==> config.mk <==
export PLATFORM = sky130hd
export DESIGN_NAME = fifo_ctrl_flat
export DESIGN_NICKNAME = d
export VERILOG_FILES = /design/src/rtl/fifo_ctrl_if.sv /design/src/rtl/fifo_ctrl.sv /design/src/flat_wrapper.sv
export SDC_FILE = /design/constraint.sdc
export NUM_CORES = 1
export LEC_CHECK = 0
export ABC_AREA = 1
export CORE_MARGIN = 8
export CORE_UTILIZATION = 40
export DETAILED_ROUTE_END_ITERATION = 10
export DONT_BUFFER_PORTS = 1
export GPL_ROUTABILITY_DRIVEN = 0
export GPL_TIMING_DRIVEN = 0
export PLACE_DENSITY_LB_ADDON = 0.05
export SYNTH_ARGS = -nofsm -noshare
export SYNTH_HDL_FRONTEND = slang
export SYNTH_SLANG_ARGS = --single-unit
==> constraint.sdc <==
create_clock -name clk -period 1.8 [get_ports clk]
set_clock_uncertainty 0.2 [all_clocks]
set_input_delay 0.27 -clock clk [delete_from_list [all_inputs] [get_ports clk]]
set_output_delay 0.27 -clock clk [all_outputs]
set_load 0.05 [all_outputs]
==> src/rtl/fifo_ctrl_if.sv <==
// fifo_ctrl_if: request/status bundle between a FIFO client and fifo_ctrl.
// master = client side (drives requests), slave = controller side.
interface fifo_ctrl_if #(
  parameter int ADDR_W = 3
);
  logic              wr_req;
  logic              rd_req;
  logic              flush;
  logic              clr_err;
  logic              wr_en;
  logic [ADDR_W-1:0] wr_addr;
  logic              rd_en;
  logic [ADDR_W-1:0] rd_addr;
  logic              rd_valid;
  logic [ADDR_W:0]   count;
  logic              full;
  logic              empty;
  logic              almost_full;
  logic              almost_empty;
  logic              overflow;
  logic              underflow;

  modport master (
    output wr_req, rd_req, flush, clr_err,
    input  wr_en, wr_addr, rd_en, rd_addr, rd_valid, count,
    input  full, empty, almost_full, almost_empty, overflow, underflow
  );

  modport slave (
    input  wr_req, rd_req, flush, clr_err,
    output wr_en, wr_addr, rd_en, rd_addr, rd_valid, count,
    output full, empty, almost_full, almost_empty, overflow, underflow
  );
endinterface

==> src/rtl/fifo_ctrl.sv <==
// fifo_ctrl: pointer/flag controller for an external synchronous dual-port RAM.
// Pointers carry one extra wrap bit so full and empty are distinguishable.
// Optional feature: define FIFO_CTRL_ALMOST_EN to enable almost_full /
// almost_empty thresholds; otherwise both outputs are tied low.
module fifo_ctrl #(
  parameter int ADDR_W    = 3,
  parameter int AF_MARGIN = 2,
  parameter int AE_MARGIN = 2
) (
  input  logic       clk,
  input  logic       n_rst,
  fifo_ctrl_if.slave bus
);

  localparam int PW     = ADDR_W + 1;
  localparam int DEPTH  = 1 << ADDR_W;
  localparam int STAGES = 1;            // RAM read latency

  logic [PW-1:0]     wptr;
  logic [PW-1:0]     rptr;
  logic [STAGES:0]   vld_pipe;
  logic              overflow;
  logic              underflow;

  logic              full;
  logic              empty;
  logic [PW-1:0]     count;
  logic              wr_en;
  logic              rd_en;
  logic              ovf_evt;
  logic              udf_evt;

  // Occupancy flags straight from the pointers; wrap bit separates full from empty.
  always_comb begin
    empty = (wptr == rptr);
    full  = (wptr[ADDR_W] != rptr[ADDR_W]) &&
            (wptr[ADDR_W-1:0] == rptr[ADDR_W-1:0]);
    count = wptr - rptr;
  end

  // Accept decisions use pre-cycle flags, so there is no fall-through at
  // empty and no write-through at full. Reset and flush block all RAM traffic.
  always_comb begin
    wr_en   = n_rst && bus.wr_req && !full  && !bus.flush;
    rd_en   = n_rst && bus.rd_req && !empty && !bus.flush;
    ovf_evt = bus.wr_req && full  && !bus.flush;
    udf_evt = bus.rd_req && empty && !bus.flush;
  end

  // Pointer update: flush returns both to zero, otherwise step by accepted transfers.
  always_ff @(posedge clk) begin
    if (!n_rst) begin
      wptr <= '0;
      rptr <= '0;
    end else if (bus.flush) begin
      wptr <= '0;
      rptr <= '0;
    end else begin
      if (wr_en) wptr <= wptr + PW'(1);
      if (rd_en) rptr <= rptr + PW'(1);
    end
  end

  // Read-valid delay line matching the RAM read latency.
  assign vld_pipe[0] = rd_en;
  always_ff @(posedge clk) begin
    if (!n_rst) vld_pipe[STAGES:1] <= '0;
    else        vld_pipe[STAGES:1] <= vld_pipe[STAGES-1:0];
  end

  // Sticky error flags; a new error in the same cycle beats clr_err.
  always_ff @(posedge clk) begin
    if (!n_rst) begin
      overflow  <= 1'b0;
      underflow <= 1'b0;
    end else begin
      if (ovf_evt)          overflow  <= 1'b1;
      else if (bus.clr_err) overflow  <= 1'b0;
      if (udf_evt)          underflow <= 1'b1;
      else if (bus.clr_err) underflow <= 1'b0;
    end
  end

`ifdef FIFO_CTRL_ALMOST_EN
  logic [PW-1:0] free_slots;

  // Threshold flags from registered occupancy only.
  always_comb begin
    free_slots       = PW'(DEPTH) - count;
    bus.almost_full  = (int'(free_slots) <= AF_MARGIN);
    bus.almost_empty = (int'(count) <= AE_MARGIN);
  end
`else
  assign bus.almost_full  = 1'b0;
  assign bus.almost_empty = 1'b0;
`endif

  assign bus.wr_en     = wr_en;
  assign bus.rd_en     = rd_en;
  assign bus.wr_addr   = wptr[ADDR_W-1:0];
  assign bus.rd_addr   = rptr[ADDR_W-1:0];
  assign bus.rd_valid  = vld_pipe[STAGES];
  assign bus.count     = count;
  assign bus.full      = full;
  assign bus.empty     = empty;
  assign bus.overflow  = overflow;
  assign bus.underflow = underflow;

  // Structural invariants of the pointer pair.
  a_not_full_empty: assert property (@(posedge clk) disable iff (!n_rst)
    !(full && empty));
  a_count_range: assert property (@(posedge clk) disable iff (!n_rst)
    count <= PW'(DEPTH));
  a_no_ram_in_flush: assert property (@(posedge clk) disable iff (!n_rst)
    bus.flush |-> !(wr_en || rd_en));

endmodule

==> src/flat_wrapper.sv <==
// flat-port wrapper written by rule: the top's interface ports become plain ports
module fifo_ctrl_flat 
#(
  parameter int ADDR_W    = 3,
  parameter int AF_MARGIN = 2,
  parameter int AE_MARGIN = 2
)
  (clk, n_rst, bus_wr_req, bus_rd_req, bus_flush, bus_clr_err, bus_wr_en, bus_wr_addr, bus_rd_en, bus_rd_addr, bus_rd_valid, bus_count, bus_full, bus_empty, bus_almost_full, bus_almost_empty, bus_overflow, bus_underflow);
  fifo_ctrl_if #(.ADDR_W(ADDR_W)) bus_i ();
  input  logic clk;
  input  logic n_rst;
  input wire logic [$bits(bus_i.wr_req)-1:0] bus_wr_req;
  input wire logic [$bits(bus_i.rd_req)-1:0] bus_rd_req;
  input wire logic [$bits(bus_i.flush)-1:0] bus_flush;
  input wire logic [$bits(bus_i.clr_err)-1:0] bus_clr_err;
  output wire logic [$bits(bus_i.wr_en)-1:0] bus_wr_en;
  output wire logic [$bits(bus_i.wr_addr)-1:0] bus_wr_addr;
  output wire logic [$bits(bus_i.rd_en)-1:0] bus_rd_en;
  output wire logic [$bits(bus_i.rd_addr)-1:0] bus_rd_addr;
  output wire logic [$bits(bus_i.rd_valid)-1:0] bus_rd_valid;
  output wire logic [$bits(bus_i.count)-1:0] bus_count;
  output wire logic [$bits(bus_i.full)-1:0] bus_full;
  output wire logic [$bits(bus_i.empty)-1:0] bus_empty;
  output wire logic [$bits(bus_i.almost_full)-1:0] bus_almost_full;
  output wire logic [$bits(bus_i.almost_empty)-1:0] bus_almost_empty;
  output wire logic [$bits(bus_i.overflow)-1:0] bus_overflow;
  output wire logic [$bits(bus_i.underflow)-1:0] bus_underflow;
  assign bus_i.wr_req = bus_wr_req;
  assign bus_i.rd_req = bus_rd_req;
  assign bus_i.flush = bus_flush;
  assign bus_i.clr_err = bus_clr_err;
  assign bus_wr_en = bus_i.wr_en;
  assign bus_wr_addr = bus_i.wr_addr;
  assign bus_rd_en = bus_i.rd_en;
  assign bus_rd_addr = bus_i.rd_addr;
  assign bus_rd_valid = bus_i.rd_valid;
  assign bus_count = bus_i.count;
  assign bus_full = bus_i.full;
  assign bus_empty = bus_i.empty;
  assign bus_almost_full = bus_i.almost_full;
  assign bus_almost_empty = bus_i.almost_empty;
  assign bus_overflow = bus_i.overflow;
  assign bus_underflow = bus_i.underflow;
  fifo_ctrl #(.ADDR_W(ADDR_W), .AF_MARGIN(AF_MARGIN), .AE_MARGIN(AE_MARGIN)) u_core (.clk(clk), .n_rst(n_rst), .bus(bus_i));
endmodule
# [Word level (Yosys, flattened, before mapping)]
# Index checks and enable logic that the tools add are counted.
[word_totals] regBits=11 in_bits=6 wordCells=32
[classes] add_sub_neg=3 bitwise_logic=1 n_reduce_logical=17 eq_ne=3 n_mux=3
[op_table] cell="1-bit logical AND" count=11
[op_table] cell="4-bit by 1-bit adder with 4-bit output (second input constant)" count=2
[op_table] cell="4-bit equality test" count=1
[op_table] cell="2-bit nonzero test" count=2
[op_table] cell="4-bit subtractor" count=1
[op_table] cell="3-bit equality test" count=1
[op_table] cell="1-bit logical NOT" count=3
[op_table] cell="1-bit two-way mux" count=3
[op_table] cell="2-bit OR reduction" count=1
[op_table] cell="1-bit != test" count=1
[op_table] cell="1-bit inverter" count=1

# [Logic depth before layout (Yosys ltp)]
[logic_depth] word_depth=5 ltp_mapped=9 ltp_nobuf=9

# [Worst setup path after synthesis]
# Ideal clock, no wire load.
[synth_path] path_kind="reg2out" startpoint="register u_core.wptr[0]" endpoint="output bus_count[2]" stages_incl_launch_ff=5 t_arrival_ns=1.864 n_path_buf=0 t_required_ns=1.330 path_slack_ns=-0.534 cell_sequence="dfxtp_1 -> inv_1 -> ha_1 -> fa_1 -> xnor2_1"
[synth_between] elab_chain_len=1
[synth_rtl] item="start: declaration" line="fifo_ctrl.sv:19" source="logic [PW-1:0] wptr;"
[synth_rtl] item="start signal: assignment" line="fifo_ctrl.sv:59" source="if (wr_en) wptr <= wptr + PW'(1);"
[synth_rtl] item="4-bit subtractor" line="fifo_ctrl.sv:38" source="count = wptr - rptr;"
[synth_rtl] item="end: declaration" line="flat_wrapper.sv:21" source="output wire logic [$bits(bus_i.count)-1:0] bus_count;"
# Every way passes these cells.

# [Worst setup path after layout]
[layout_path] startpoint="register u_core.wptr[0]" endpoint="output bus_count[1]"
# The elaborated chain is that of the path after synthesis.

==> flow_summary.yaml <==
synth:
  synth.largest_area_cell: "dfxtp_1"
  ys_seq_elements: 11
  synthesis.area_sq_um: 743
  ys_seq_area_share_pct: 29.6
  synth_top_cells_by_area: "dfxtp_1, nand2_1, nand3_1"
  netlist-cell-type-count: 19
  synthArstFlopShare_pct: 0
  synth_edf_count: 0
  syn_area_per_cell_sq_um: 7.29
  synthFlopType: "dfxtp_1"
  synth.yosys.warnings: 0
  synth_largest_type_area_fraction_pct: 29.6
  syn-instance-count: 102
worst_setup_path:
  timing.critical_path.slowest_cell_delay_ps: 550
  criticalPathCategory: "flip-flop to output port"
  crit_arrival_ps: 1610
  setup.worst_path.start_class: "flip-flop"
  worst_path_max_delay_cell: "fa_2"
  path_max_fanout: 2
  critPathRequiredTime_ps: 1330
  crit_chain: "inv_2, ha_4, fa_2, clkinvlp_4"
  crit_path_end_kind: "output port"
  r2r_worst_path_depth: 8
drt:
  antenna_violating_nets_post_route: 0
  drt-initial-drc-count: 7
  viasPerCell: 4.50
  detail_route.drc_violations: 0
  postRouteWirelength_um: 1730
  average_routed_wire_per_standard_cell_um: 11.7
  detailedRoute.firstPassIterationCount: 4
  num_vias: 661
cts:
  clock_sink_count: 11
  ctsHtreeMaxLevel: 1
  max-clock-path-buffers: 2
  clkTransAtPathRegs_ps: 70
  clockRootBuffer: "clkbuf_4"
  cts_inserted_buffers: 3
  clock_insertion_delay_at_the_later_pin_of_the_skew_report_ps: 270
  cts_tree: "built"
min_path:
  classification_of_the_worst_slack_hold_path: "input pin to flip-flop"
  holdPathStages: 2
floorplan:
  die_extent_in_y_um: 59.1
  num_rows: 15
  floorplan.die.width_um: 59.1
  die-area_sq_mm: 0.00349
  io_count: 25
  initial_core_util_pct: 42.6
  placeableCoreArea_sq_mm: 0.00175
power_and_ir_drop:
  pleak_nw: 0.516
  ir_worst_vdd_uv: 375
  power_per_cell_area_mw_per_mm2: 493
  finalPower_uw: 565
timing:
  timing.final.max_slew_violations: 0
  fmax_mhz: 481
  worst_slew_pin_slew_ps: 520
  post-route-period-util_pct: 115
  final_min_period_ps: 2080
  final-setup-viol-count: 7
  grt_setup_unrepaired: "yes"
  setup_slack_ps: -277
  final_hold_vio_count: 0
  relSlewSlack_pct: 65.3
global_route:
  globalRouteTotalUtil_pct: 10.9
  antenna_found_initial: 0
  pin_count_of_the_biggest_net_entering_global_routing: 8
  grt_pass1_vias: 680
  grt_remaining_overflow: 0
  grt_pass1_wl_um: 2890
placed_design:
  hpwl_um: 1220
  dp.cells: 128
  portBuffers: 0
  place_area_sq_um: 876
final_layout:
  final_core_utilization_pct: 65.6
  insertedDiodeCount: 0
  drive_above_1_share_pct: 46.7
  fin_area_sq_mm: 0.00114
  final_common_cell: "nand2_1"
  fillerInstances: 161
  final_cell_mix: "nand2_1, buf_4, nand3_1"
  final_cell_count_no_fill: 147
  area.growth.synth_to_final_pct: 54.0
  design.final.nets: 135
run_status:
  outcome: "finished, violations left"
  violations_in_the_final_reports: "negative setup slack"
flow_run:
  cap_violations: 0
[state kept, by name (all words and copies together) (netlist names)]
name and count:
u_core.rptr 4, u_core.wptr 4, u_core.bus.overflow 1, u_core.bus.rd_valid 1, u_core.bus.underflow 1
[per-stage QoR]
step	setup slack [ps]	setup TNS (ps)	hold WS (ps)
3_5_place_dp	-71.1	-412	230
3_3_place_gp	-55.1	-275	220
2_1_floorplan	-14.4	-14.4	211
5_1_grt	-337	-1700	83.2
4_1_cts	-290	-1030	56.1
6_report	-277	-1340	64.0
[critical path: cells and delay by family (launching register included)]
kind / cells / cell delay, ps
adders and majority gates: 2 / 700
buffers and inverters: 2 / 280
DFF: 1 / 350
[timing repair]
action | 4_1_cts | 5_1_grt
pin swaps | 7 | 3
resized for setup | 26 | 4
endpoints found under the setup margin | 12 | 7
hold endpoints to repair | 2 | 0
buffers inserted | 10 | 2
hold buffers | 3 | 0
[synth_stat cells, types with 2 or more instances]
library cell,instances
nand2_1,22
inv_1,16
nand3_1,13
dfxtp_1,11
buf_4,8
a21oi_1,5
ha_1,5
nand2_2,4
xor2_1,3
inv_2,2
nand2_4,2
nand4_1,2
nor2_4,2
o21ai_1,2
[logic make-up (layout without fill, tap and decap cells)]
family,Yosys count,after routing,share of synthesized area (%)
buffers and inverters,27,46,17.7
AND/OR/NAND/NOR,45,45,31.0
AO/OA/AOI/OAI,8,8,5.39
XOR/XNOR,4,4,4.71
other,1,2,0.505
flip-flops,11,11,29.6
adder cells (fa/ha/maj),6,6,11.1
[path summary, 6_finish.rpt]
path / startpoint / endpoint / slack, ps
hold reg to reg: u_core.rptr[0] / u_core.rptr[0] / 300
setup reg to reg: u_core.wptr[2] / u_core.bus.overflow / 80
setup / recovery: u_core.wptr[0] / bus_count[1] / -280
hold / removal: n_rst / u_core.rptr[2] / 60
[metal layers]
layer,up-vias,part of all wire [%],wire length (um),track usage [%]
met5,-,0,0,0
met4,0,1.8,31,6.14
met3,4,6.7,116,3.69
met2,19,52,891,18.7
met1,290,40,686,11.3
li1,348,-,-,-
[area by class of cell]
type                            count  area, sq um  area share, %
Buffer                              8         60.1           5.25
Clock buffer                        4         26.3           2.30
Inverter                           19          105           9.18
Multi-Input combinational cell     65          556           48.5
Sequential cell                    11          243           21.2
Tap cell                           25         31.3           2.73
Timing Repair Buffer               15          124           10.8
[report_power, final]
group	internal (mW)	switching [mW]	leakage [nW]
clock network	0.0859	0.0851	0.0150
logic	0.0443	0.0976	0.408
registers	0.240	0.0115	0.0937
Power figures use the tool's default switching activity.
